--- src/rtl/tc_pkg.sv ---
// Shared types and constants for the tensor-core drain/operand stages.
package tc_pkg;

   // Drain sequencer states
   typedef enum logic [1:0] {
      DRN_IDLE  = 2'd0,
      DRN_ISSUE = 2'd1,
      DRN_DRAIN = 2'd2,
      DRN_DONE  = 2'd3
   } drn_state_t;

   // Default tile geometry and the row-index width derived from it
   localparam int unsigned TC_M      = 16;
   localparam int unsigned TC_DW_POS = $clog2(TC_M);

endpackage

--- src/rtl/tc_sync_fifo.sv ---
// Synchronous first-word-fall-through FIFO with occupancy count.
// A push while full is accepted only when a pop in the same cycle frees the slot.
module tc_sync_fifo #(
   parameter int unsigned DEPTH = 4,
   parameter int unsigned WIDTH = 8
) (
   input  logic                           clk,
   input  logic                           rst,
   input  logic                           push,
   input  logic [WIDTH-1:0]               wdata,
   input  logic                           pop,
   output logic [WIDTH-1:0]               rdata,
   output logic                           full,
   output logic                           empty,
   output logic [$clog2(DEPTH+1)-1:0]     count
);

   localparam int unsigned AW = (DEPTH > 1) ? $clog2(DEPTH) : 1;
   localparam int unsigned CW = $clog2(DEPTH + 1);

   logic [WIDTH-1:0] mem [DEPTH];
   logic [AW-1:0]    wr_ptr;
   logic [AW-1:0]    rd_ptr;
   logic             do_push;
   logic             do_pop;

   assign do_pop  = pop && !empty;
   assign do_push = push && (!full || pop);
   assign full    = (count == CW'(DEPTH));
   assign empty   = (count == '0);
   assign rdata   = mem[rd_ptr];

   // Storage write; contents need no reset since count gates visibility
   always_ff @(posedge clk) begin
      if (do_push) mem[wr_ptr] <= wdata;
   end

   // Pointer and occupancy bookkeeping; pointers wrap naturally (power-of-2 depth)
   always_ff @(posedge clk) begin
      if (rst) begin
         wr_ptr <= '0;
         rd_ptr <= '0;
         count  <= '0;
      end else begin
         if (do_push) wr_ptr <= wr_ptr + 1'b1;
         if (do_pop)  rd_ptr <= rd_ptr + 1'b1;
         case ({do_push, do_pop})
            2'b10:   count <= count + 1'b1;
            2'b01:   count <= count - 1'b1;
            default: count <= count;
         endcase
      end
   end

endmodule

--- src/rtl/tc_psum_drain.sv ---
// Drain stage: requests M psum rows in order, captures returned rows into a
// credit-limited FIFO and streams them out over valid/ready.
module tc_psum_drain
   import tc_pkg::*;
#(
   parameter int unsigned M          = TC_M,
   parameter int unsigned N          = 16,
   parameter int unsigned DW_DATA    = 8,
   parameter int unsigned DW_POS     = TC_DW_POS,
   parameter int unsigned FIFO_DEPTH = 4,
   parameter int unsigned DW_OUT     = N * DW_DATA
) (
   input  logic              clk,
   input  logic              rst,
   input  logic              start,
   output logic              busy,
   output logic              done,
   output logic              psum_out_en,
   output logic [DW_POS-1:0] psum_row,
   input  logic              psum_out_valid,
   input  logic [DW_OUT-1:0] psum_out,
   output logic              m_valid,
   input  logic              m_ready,
   output logic [DW_OUT-1:0] m_data,
   output logic [DW_POS-1:0] m_row,
   output logic              m_last,
   output logic              err
);

   localparam int unsigned CW  = $clog2(FIFO_DEPTH + 1);
   localparam int unsigned OCW = $clog2(M + 1);
   localparam int unsigned FW  = DW_OUT + DW_POS;
   localparam logic [CW:0]       SUM_MAX  = (CW+1)'(FIFO_DEPTH);
   localparam logic [DW_POS-1:0] ROW_LAST = DW_POS'(M - 1);
   localparam logic [OCW-1:0]    CNT_LAST = OCW'(M - 1);

   drn_state_t        state;
   logic [DW_POS-1:0] issue_row;
   logic [DW_POS-1:0] cap_row;
   logic [CW-1:0]     inflight;
   logic [CW-1:0]     fifo_count;
   logic [OCW-1:0]    out_cnt;
   logic              flush;
   logic              fifo_full;
   logic              fifo_empty;
   logic [FW-1:0]     fifo_head;
   logic              credit;
   logic              issue;
   logic              hs;
   logic              ret;
   logic              ret_bad;
   logic              dec;
   logic              push;

   // Returns arriving between a reset and the next start belong to an aborted
   // tile; they are discarded silently rather than flagged as protocol errors.
   assign ret     = psum_out_valid && !flush;
   assign ret_bad = ret && ((inflight == '0) || (fifo_full && !hs));
   assign dec     = ret && (inflight != '0);
   assign push    = ret && !ret_bad;
   assign hs      = !fifo_empty && m_ready;

   assign credit  = ({1'b0, fifo_count} + {1'b0, inflight}) < SUM_MAX;
   assign issue   = (state == DRN_ISSUE) && credit;

   assign m_valid = !fifo_empty;
   assign m_row   = m_valid ? fifo_head[FW-1 -: DW_POS] : '0;
   assign m_data  = m_valid ? fifo_head[DW_OUT-1:0] : '0;
   assign m_last  = m_valid && (m_row == ROW_LAST);

   tc_sync_fifo #(
      .DEPTH (FIFO_DEPTH),
      .WIDTH (FW)
   ) u_fifo (
      .clk   (clk),
      .rst   (rst),
      .push  (push),
      .wdata ({cap_row, psum_out}),
      .pop   (hs),
      .rdata (fifo_head),
      .full  (fifo_full),
      .empty (fifo_empty),
      .count (fifo_count)
   );

   // Sequencer: issue control, credit/capture counters and registered outputs
   always_ff @(posedge clk) begin
      if (rst) begin
         state       <= DRN_IDLE;
         busy        <= 1'b0;
         done        <= 1'b0;
         psum_out_en <= 1'b0;
         psum_row    <= '0;
         issue_row   <= '0;
         cap_row     <= '0;
         inflight    <= '0;
         out_cnt     <= '0;
         err         <= 1'b0;
         flush       <= 1'b1;
      end else begin
         psum_out_en <= 1'b0;
         done        <= 1'b0;
         if (issue && !dec)      inflight <= inflight + 1'b1;
         else if (dec && !issue) inflight <= inflight - 1'b1;
         if (push)    cap_row <= cap_row + 1'b1;
         if (ret_bad) err     <= 1'b1;
         if (hs)      out_cnt <= out_cnt + 1'b1;
         case (state)
            DRN_IDLE: begin
               if (start) begin
                  state     <= DRN_ISSUE;
                  busy      <= 1'b1;
                  issue_row <= '0;
                  cap_row   <= '0;
                  inflight  <= '0;
                  out_cnt   <= '0;
                  flush     <= 1'b0;
               end
            end
            DRN_ISSUE: begin
               if (issue) begin
                  psum_out_en <= 1'b1;
                  psum_row    <= issue_row;
                  issue_row   <= issue_row + 1'b1;
                  if (issue_row == ROW_LAST) state <= DRN_DRAIN;
               end
            end
            DRN_DRAIN: begin
               if (hs && (out_cnt == CNT_LAST)) begin
                  state <= DRN_DONE;
                  done  <= 1'b1;
                  busy  <= 1'b0;
               end
            end
            DRN_DONE: begin
               state <= DRN_IDLE;
            end
            default: state <= DRN_IDLE;
         endcase
      end
   end

endmodule
--- config.mk ---
export PLATFORM = sky130hd
export DESIGN_NAME = tc_psum_drain
export DESIGN_NICKNAME = d
export VERILOG_FILES = /design/src/rtl/tc_pkg.sv /design/src/rtl/tc_sync_fifo.sv /design/src/rtl/tc_psum_drain.sv
export SDC_FILE = /design/constraint.sdc
export NUM_CORES = 1
export LEC_CHECK = 0
export ABC_CLOCK_PERIOD_IN_PS = 4400
export CORE_MARGIN = 3
export CORE_UTILIZATION = 55
export CTS_CLUSTER_SIZE = 28
export DETAILED_ROUTE_END_ITERATION = 12
export PLACE_DENSITY = 0.83
export SLEW_MARGIN = 20
export SYNTH_ARGS = -nofsm -noshare
export SYNTH_HDL_FRONTEND = slang
export SYNTH_SLANG_ARGS = --single-unit
--- constraint.sdc ---
create_clock -name clk -period 4.4 [get_ports clk]
set_clock_uncertainty 0.2 [all_clocks]
set_input_delay 0.44 -clock clk [delete_from_list [all_inputs] [get_ports clk]]
set_output_delay 0.44 -clock clk [all_outputs]
set_load 0.005 [all_outputs]
==> out/results.ini, run 1 <==
[run_status]
run_status = complete, no violations

[synth]
seq_area_frac_synth_pct = 76.28
synth_top_area_cell = edfxtp_1
synth_top_area_share_pct = 72.97
syn-instance-count = 1034
synth.avg_cell_area_um2 = 21.02
synth_warnings = 0
synthFlopType = edfxtp_1
synth_nets = 1185
synth_cell_type_count = 53
synthesis.area_mm2 = 0.02173
netlist_top_cells_area = edfxtp_1 73%, mux4_2 14%, and2_1 3.8%
ys_ff_latch = 564
synthArstFlopShare_pct = 0
synth_edf_count = 528

[critical_path]
crit_arrival_ns = 2.90
crit_slowest_cell = dfxtp_4
worst_setup_path_start_kind = flop
worst-setup-path-type = flop to primary output
critPathMaxFanout = 21
crit_buf_inv = 2
path_delay_family = buffers and inverters
worstPathRequired_ns = 3.76
end_kind = primary output
max_stage_delay_ns = 0.65
worstPathCellList = buf_4, mux4_2, and2_1, clkdlybuf4s50_1

[die]
die-area_mm2 = 0.04193
rows = 72
initial_core_util_pct = 55.96
core_area_mm2 = 0.03883
die_y_um = 204.8
io_pins = 275
die_w_um = 204.8

[sta]
fin_crit_sh_pct = 80.57
fin_setup_tns_ns = 0
slew_viol_final = 0
rsz0062_at_grt = no
tightest_slew_ns = 0.8429
setup_viol = 0
maxSlewHeadroom_pct = 43.63
finalHoldViolCount = 0
fmax_mhz = 282.1
fin_crit_ns = 3.545

[cells_and_area]
mostFrequentLayoutCell = edfxtp_1
areaGrowthSynthToFinish_pct = 24.02
final_cell_mix = 528 x edfxtp_1, 274 x clkdlybuf4s50_1, 132 x mux4_2, 132 x and2_1, 55 x clkbuf_16
multi_input_area_mm2 = 0.004840
seqCellArea_mm2 = 0.01658
final_util_pct = 69.41
num-fill-cells = 2325
drive_gt1_share_pct = 18.29
nets = 1483

[drt]
drtPass1Iterations = 4
num_vias = 10780
ant_nets = 0
drt_wl_total_um = 44400
wl_per_cell_um = 23.44
drt_iter0_drc = 741
via_per_inst = 5.689
post-route-drc-count = 0

[cts]
tritoncts = done
clock_path_buffers = 3
h-tree-depth = 2
clock_latency_ns = 0.58
cts_setup_buffers = 0
cts-root-buf = clkbuf_16
path_clk_slew_ns = 0.06
numCtsBuffers = 54
cts_sinks = 564
cts_resized = 0
postCtsHoldBufs = 0

[place]
place.port_buffers = 274
dp_hpwl_um = 26250
place_congestion = 0.7521

[global_routing]
overflow = 0
grt_pass1_wl_um = 68280
grt_pass1_vias = 11430
antenna_found_initial = 8
grt_start_max_net_pins = 80
grt.total_usage_pct = 21.56

[worst_hold_path]
hold_class = flop to flop

[pwr]
power.density_mw_per_mm2 = 457.7
leakagePower_nw = 8.549
vdd_ir_drop_max_mv = 0.3309

[flow_run]
max-cap-violations = 0

==> per-layer routing <==
layer  GRT usage (%)  up-vias  share of wire [%]
met5               0        -               0.11
met4           5.874       10                2.2
met3           6.340       76                8.0
met2           35.25      359                 51
met1           28.77     5581                 39
li1                -     4749                  -
==> report_power, final <==
group	internal, W	switching [W]	total [W]
logic	0.000923	0.000743	0.00167
registers	0.00600	0.0000696	0.00607
clock network	0.00272	0.00188	0.00460
==> cell usage after synthesis, types with 5 or more instances <==
cell type,count
edfxtp_1,528
nand2_1,8
buf_1,10
dfxtp_1,36
buf_4,10
and2_1,132
o21ai_0,8
xor2_1,6
inv_1,13
nor2_1,25
nand3_1,5
ha_1,17
mux2i_1,7
mux4_2,132
clkbuf_1,23
buf_2,8
a21oi_1,7
==> sequential cells by signal (all words and copies together), names as in the netlist, named ones only <==
signal         flops
u_fifo.mem       528
out_cnt            5
cap_row            4
issue_row          4
psum_row           4
inflight           3
u_fifo.count       3
state              2
u_fifo.rd_ptr      2
u_fifo.wr_ptr      2
busy               1
done               1
err                1
flush              1
psum_out_en        1
==> layout make-up <==
type                            instances  share of cell area, %
Inverter                               14                 0.2414
Antenna cell                            4                0.03714
Timing Repair Buffer                  294                  11.25
Multi-Input combinational cell        404                  17.96
Sequential cell                       564                  61.54
Tap cell                              518                  2.405
Clock buffer                           69                  5.339
Clock inverter                         27                  1.235
==> final timing paths <==
path,slack [ns],startpoint,cells past startpoint,endpoint
setup / recovery,0.86,flop,4,m_data[12]
hold / removal,0.27,flush$_SDFFE_PP1P_,2,flush$_SDFFE_PP1P_
setup reg to reg,1.60,u_fifo.count[0]$_SDFFE_PP0P_,9,u_fifo.count[2]$_SDFFE_PP0P_
hold reg to reg,0.27,flush$_SDFFE_PP1P_,2,flush$_SDFFE_PP1P_
==> per-stage QoR <==
| stage | hold WS [ns] | setup WS (ns) | total power, W | cell area [µm²] | instances |
|---|---|---|---|---|---|
| after detailed placement | 0.2649 | 1.189 | 0.007863 | 25170 | 1794 |
| after CTS | 0.2353 | 0.7130 | 0.01246 | 26940 | 1890 |
| final | 0.2740 | 0.8551 | 0.01233 | 26950 | 1894 |
| after global placement | 0.2566 | 1.209 | 0.007820 | 25170 | 1794 |
| after global routing | 0.2620 | 0.6160 | 0.01280 | 26940 | 1892 |
| after floorplan | 0.2307 | 1.074 | 0.007050 | 21730 | 1034 |
==> worst min-delay path, cell delays in order, from the launching register on <==
cell     delay, ns
dfxtp_1       0.33
nand2_1       0.06
nand2_1       0.04
==> cell families (layout without fill, tap and decap cells) <==
kind of cell	count (synthesis)	in the layout	synth area share (%)
muxes	140	140	14.06
buffers and inverters	66	404	1.491
and+or+nand+nor	202	202	5.562
other	0	4	0
AOI/OAI and AO/OA	32	32	0.9847
DFF	564	564	76.28
xor gates and xnor gates	11	11	0.5067
adders and majority gates	19	19	1.117
No activity file was read; power rests on OpenSTA's default activity.
==> run 2, diff against run 1 <==
ABC_CLOCK_PERIOD_IN_PS = 2900   (was 4400)
CORE_UTILIZATION = 50   (was 55)
PLACE_DENSITY = 0.8   (was 0.83)
clock period = 2.9 ns   (was 4.4 ns; I/O delays follow)
==> run 2 against run 1 <==
Highest routed layer unchanged. Critical endpoint is now m_data[107]. Sequential share of layout area down 3.1 points. Clock power is 52% higher. Global-route usage shrank 0.78 points. Utilization down 2.5 points. Worst hold slack worse by 0.15 ns.
==> out/results.ini, run 2 (synthesis results as in run 1) <==
[run_status]
run_status = complete, no violations

[cts]
cts_sinks = 564  ; unchanged
tritoncts = done
clock_path_buffers = 3  ; unchanged
postCtsHoldBufs = 0  ; unchanged
cts-root-buf = clkbuf_16
numCtsBuffers = 56  ; +3.7%
h-tree-depth = 2  ; unchanged
clock_latency_ns = 0.58  ; about the same
path_clk_slew_ns = 0.06  ; about the same

[pwr]
combPwrFrac_pct = 16.3  ; +2.8 points
power.density_mw_per_mm2 = 681.1  ; +49%
p_sw_w = 0.004327  ; +61%
switching_share_pct = 22.38  ; +0.54 points
power.total_w = 0.01933  ; +57%
p_seq_share_pct = 47.5  ; -1.7 points
leakagePower_nw = 10.00  ; +17%
vdd_ir_drop_max_mv = 0.5013  ; +51%
power_frac_clock_pct = 36.2  ; -1.1 points
power.internal_w = 0.01501  ; +56%

[sta]
fmax_mhz = 348.7
fin_crit_ns = 2.867
setup_viol = 0  ; unchanged
hold_ws_ns = 0.1261  ; -0.1480 ns
maxSlewHeadroom_pct = 62.52  ; +19 points
rsz0062_at_grt = yes
finalHoldViolCount = 0  ; unchanged
fin_crit_sh_pct = 98.88
setup_slack_ns = 0.03254  ; -0.8226 ns
tightest_slew_ns = 0.5610  ; -0.2819 ns
slew_viol_final = 0  ; unchanged

[critical_path]
worst-setup-path-type = flop to primary output
critPathMaxFanout = 11  ; -48%
worst_setup_path_start_kind = flop
crit_path_frequent_cell = buf_12
crit_arrival_ns = 2.38  ; -0.52 ns
worstPathCellList = buf_12, buf_4, buf_12, mux4_2, and2_4, dlygate4sd2_1
max_stage_delay_ns = 0.55  ; -0.10 ns
end_kind = primary output
crit_slowest_cell = mux4_2
worstPathRequired_ns = 2.41  ; -1.35 ns

[die]
io_pins = 275  ; unchanged
core_area_mm2 = 0.04242  ; +9.2%
initial_core_util_pct = 51.23  ; -4.7 points
die-area_mm2 = 0.04600  ; +9.7%
die_y_um = 214.5  ; +4.7%
die_w_um = 214.5  ; +4.7%
rows = 75  ; +4.2%

[global_routing]
use_met1_pct = 27.49  ; -1.3 points
grt_start_max_net_pins = 62  ; -23%
overflow = 0  ; unchanged
met2_usage_pct = 34.17  ; -1.1 points
grt_pass1_wl_um = 72930  ; +6.8%
grt.total_usage_pct = 20.77  ; -0.78 points
grt_busiest_layer = met2
grt_pass1_vias = 11870  ; +3.8%
use_met3_pct = 5.030  ; -1.3 points
antenna_found_initial = 13  ; +5

[drt]
ant_nets = 0  ; unchanged
num_vias = 11380  ; +5.6%
drt_iter0_drc = 924  ; +25%
drtPass1Iterations = 5  ; +1
post-route-drc-count = 0  ; unchanged
via_per_inst = 5.551  ; -2.4%
drt_wl_total_um = 48540  ; +9.3%
wl_per_cell_um = 23.69  ; +1.1%

[cells_and_area]
layoutNonFillerInstCount = 2049  ; +8.2%
largest_reg_flops = 528  ; unchanged
num-fill-cells = 2706  ; +16%
areaGrowthSynthToFinish_pct = 30.63
drive_gt1_share_pct = 26.21  ; +7.9 points
mostFrequentLayoutCell = edfxtp_1
stdcell_area_mm2 = 0.02839  ; +5.3%
reg_top3 = u_fifo.mem x528, out_cnt x5
final_cell_mix = 528 x edfxtp_1, 144 x clkdlybuf4s50_1, 132 x mux4_2, 101 x and2_1, 62 x clkbuf_16
regMostFlops = u_fifo.mem
nets = 1574  ; +6.1%

[place]
place_area_mm2 = 0.02569  ; +2.1%
dp_hpwl_um = 27920  ; +6.3%
dp.cells = 1884  ; +5.0%
place.port_buffers = 274  ; unchanged
place_congestion = 0.7567  ; +0.61%
dp_slack_ns = -0.08144  ; -1.271 ns

[worst_hold_path]
hold_class = input port to flop

[flow_run]
max-cap-violations = 0  ; unchanged

-- run 2: cell count changes in the layout (fill, tap and decap cells not counted), moves of 23 or more --
cell	change
clkdlybuf4s50_1	-130
dlygate4sd2_1	+57
buf_4	+33
clkdlybuf4s15_1	+33
and2_1	-31
and2_4	+31
dlymetal6s2s_1	+23
-- run 2: what timing repair did --
action | 4_1_cts | 5_1_grt
cloned | 13 | 5
setup endpoints to repair | 134 | 79
pin swaps | 3 | 19
resized for setup | 172 | 104
buffers inserted | 21 | 21
-- run 2: final timing paths --
path	from	end	slack [ns]	cells after the start
hold reg to reg	flush$_SDFFE_PP1P_	flush$_SDFFE_PP1P_	0.28	2
setup reg to reg	u_fifo.count[2]$_SDFFE_PP0P_	u_fifo.count[2]$_SDFFE_PP0P_	0.21	9
hold / removal	psum_out[122]	u_fifo.mem[2][122]$_DFFE_PP_	0.13	1
setup / recovery	flop	m_data[107]	0.03	6
-- run 2: per-layer routing --
| layer | share of wire (%) | vias to the layer above | wire (µm) |
|---|---|---|---|
| li1 | - | 4946 | - |
| met1 | 40 | 5904 | 19320 |
| met2 | 51 | 413 | 24600 |
| met3 | 6.6 | 100 | 3194 |
| met4 | 2.8 | 12 | 1349 |
| met5 | 0.16 | - | 76 |
-- run 2: per-stage QoR --
step	util (%)	TNS, ns
after global routing	66.91	-0.1147
after global placement	60.56	-0.05281
after CTS	66.03	-1.538
after floorplan	-	-225.14
final	66.92	0
after detailed placement	60.56	-0.08144
-- run 2: cell type report --
cell class	count	area [µm²]	share of cell area (%)
Sequential cell	564	16590	58.43
Multi-Input combinational cell	407	4943	17.42
Timing Repair Buffer	380	4270	15.04
Clock buffer	71	1479	5.210
Tap cell	577	721.9	2.543
Clock inverter	29	302.8	1.067
Inverter	14	65.06	0.2292
Antenna cell	7	17.52	0.06171
-- run 2: power by group through the flow --
stage,registers [W],logic [W],clock network (W)
after floorplan,0.00934,0.00136,0
after global placement,0.00935,0.00262,0
after detailed placement,0.00936,0.00267,0
after CTS,0.00918,0.00294,0.00715
after global routing,0.00919,0.00339,0.00748
final,0.00918,0.00315,0.00701
-- run 2: worst max-delay path: cells and delay by family, from the launching register on --
kind	cells	cell delay, ns
simple gates	1	0.18
buf+inv	4	0.67
mux	1	0.55
flops	1	0.37
==> run 3, diff against run 2 <==
ABC_CLOCK_PERIOD_IN_PS = 3700   (was 2900)
CORE_UTILIZATION = 59   (was 50)
PLACE_DENSITY = 0.88   (was 0.8)
clock period = 3.7 ns   (was 2.9 ns; I/O delays follow)
==> run 3 against run 2 <==
Design area decreased by 5.4%. Global-route usage increased by 2.1 points. Non-clock buffer count decreased by 84. Critical endpoint is now m_data[125]. Final cell count decreased by 10%. Sequential power decreased by 22%. Clock power decreased by 26%. Total power decreased by 25%. Clock-buffer cell count increased by 6. Worst setup slack improved by 0.34 ns. Flip-flop and latch count unchanged. First-iteration DRC count decreased by 16%. Combinational power decreased by 36%.
==> out/results.ini, run 3 (synthesis results as in run 1) <==
[run_status]
run_status = complete, no violations

[die]
die_y_um = 197.9  ; -7.7%
die_w_um = 197.9  ; -7.7%
initial_core_util_pct = 60.50  ; +9.3 points
die-area_mm2 = 0.03917  ; -15%
rows = 69  ; -8.0%
io_pins = 275  ; unchanged
core_area_mm2 = 0.03591  ; -15%

[cells_and_area]
reg_top3 = u_fifo.mem x528, out_cnt x5
areaGrowthSynthToFinish_pct = 23.63
nets = 1485  ; -5.7%
drive_gt1_share_pct = 17.85  ; -8.4 points
mostFrequentLayoutCell = edfxtp_1
layoutNonFillerInstCount = 1841  ; -10%
regMostFlops = u_fifo.mem
final_util_pct = 74.80  ; +7.9 points
largest_reg_flops = 528  ; unchanged
final_cell_mix = 528 x edfxtp_1, 274 x clkdlybuf4s50_1, 132 x mux4_2, 132 x and2_1, 55 x clkbuf_16

[cts]
clock_latency_ns = 0.58  ; about the same
path_clk_slew_ns = 0.06  ; about the same
tritoncts = done
postCtsHoldBufs = 0  ; unchanged
cts_sinks = 564  ; unchanged
cts_setup_buffers = 0  ; -100%
numCtsBuffers = 54  ; -3.6%
cts-root-buf = clkbuf_16
cts_resized = 0  ; -100%
h-tree-depth = 2  ; unchanged
clock_path_buffers = 3  ; unchanged

[place]
place_congestion = 0.7583  ; +0.21%
place.port_buffers = 274  ; unchanged
dp_hpwl_um = 26080  ; -6.6%
dp_slack_ns = 0.5651  ; +0.6465 ns
dp.cells = 1739  ; -7.7%

[critical_path]
rr_worst_depth = 9  ; unchanged
worstPathRequired_ns = 3.13  ; +0.72 ns
worst_setup_path_start_kind = flop
worstPathCellList = buf_4, mux4_2, and2_1, clkdlybuf4s50_1
critPathMaxFanout = 36  ; +25
crit_slowest_cell = dfxtp_4
crit_arrival_ns = 2.76  ; +0.38 ns
worst-setup-path-type = flop to primary output
max_stage_delay_ns = 0.71  ; +0.16 ns
end_kind = primary output

[sta]
setup_slack_ns = 0.3696  ; +0.3371 ns
fmax_mhz = 300.3
maxSlewHeadroom_pct = 60.55  ; -2.0 points
rsz0062_at_grt = no
slew_viol_final = 0  ; unchanged
finalHoldViolCount = 0  ; unchanged
setup_viol = 0  ; unchanged
tightest_slew_ns = 0.5917  ; +0.03066 ns
fin_setup_tns_ns = 0  ; unchanged
fin_crit_ns = 3.330
fin_crit_sh_pct = 90.01

[drt]
ant_nets = 0  ; unchanged
post-route-drc-count = 0  ; unchanged
via_per_inst = 5.879  ; +5.9%
top_layer_used = met5
m1WireLength_um = 16830  ; -13%
wl_met3_um = 3599  ; +13%
wl_per_cell_um = 24.05  ; +1.5%
drt_wl_total_um = 44270  ; -8.8%
wl_met2_um = 22540  ; -8.4%
drtPass1Iterations = 5  ; unchanged
num_vias = 10820  ; -4.8%
drt_iter0_drc = 780  ; -16%

[global_routing]
antenna_found_initial = 8  ; -5
grt_start_max_net_pins = 91  ; +47%
grt.total_usage_pct = 22.87  ; +2.1 points
overflow = 0  ; unchanged
grt_pass1_vias = 11650  ; -1.8%
grt_pass1_wl_um = 67850  ; -7.0%

[flow_run]
max-cap-violations = 0  ; unchanged

[pwr]
power.density_mw_per_mm2 = 536.7  ; -21%
vdd_ir_drop_max_mv = 0.6593  ; +32%
leakagePower_nw = 8.522  ; -15%

[worst_hold_path]
hold_class = input port to flop
min_path_cells = 1  ; unchanged

[run 3: cell count changes in the layout (fill, tap and decap cells not counted), sizes merged, moves of 5 or more]
cell / delta
dlygate4sd2: -57
buf: -83
clkdlybuf4s50: +130
clkbuf: -10
clkdlybuf4s15: -34
diode: -5
dlymetal6s2s: -23
[run 3: worst paths after layout]
check	from	endpoint	slack, ns
setup / recovery	flop	m_data[125]	0.37
hold / removal	psum_out[52]	u_fifo.mem[3][52]$_DFFE_PP_	0.22
setup reg to reg	u_fifo.count[0]$_SDFFE_PP0P_	u_fifo.count[2]$_SDFFE_PP0P_	0.96
hold reg to reg	flush$_SDFFE_PP1P_	flush$_SDFFE_PP1P_	0.27
[run 3: metrics by stage]
step           hold WS [ns]  cell area (µm²)  total power, W
4_1_cts              0.1852            26860         0.01456
5_1_grt              0.2027            26860         0.01495
3_3_place_gp         0.2476            25190        0.009304
2_1_floorplan        0.2307            21730        0.008384
6_report             0.2174            26860         0.01442
3_5_place_dp         0.2672            25190        0.009365
[run 3: power by group]
| part | internal [W] | switching (W) |
|---|---|---|
| clock network | 0.00300 | 0.00219 |
| logic | 0.00111 | 0.000916 |
| registers | 0.00713 | 0.0000669 |
| total | 0.0112 | 0.00317 |
[run 3: final cells by class]
type / count / area [µm²]
Sequential cell: 564 / 16580
Fill cell: 1962 / 9050
Multi-Input combinational cell: 404 / 4840
Timing Repair Buffer: 296 / 3120
Clock buffer: 77 / 1489
Tap cell: 461 / 576.8
Clock inverter: 23 / 185.2
Inverter: 14 / 65.06
Antenna cell: 2 / 5.005
[run 3: per-layer routing]
layer,GRT usage [%],vias up
li1,-,4751
met1,29.97,5548
met2,37.89,423
met3,6.058,90
met4,7.969,12
met5,0,-
[run 3: worst max-delay path, delay by kind of cell (launching register included)]
| family | cells | cell delay [ns] |
|---|---|---|
| buffers and inverters | 2 | 0.88 |
| DFF | 1 | 0.71 |
| and+or+nand+nor | 1 | 0.19 |
| muxes | 1 | 0.37 |
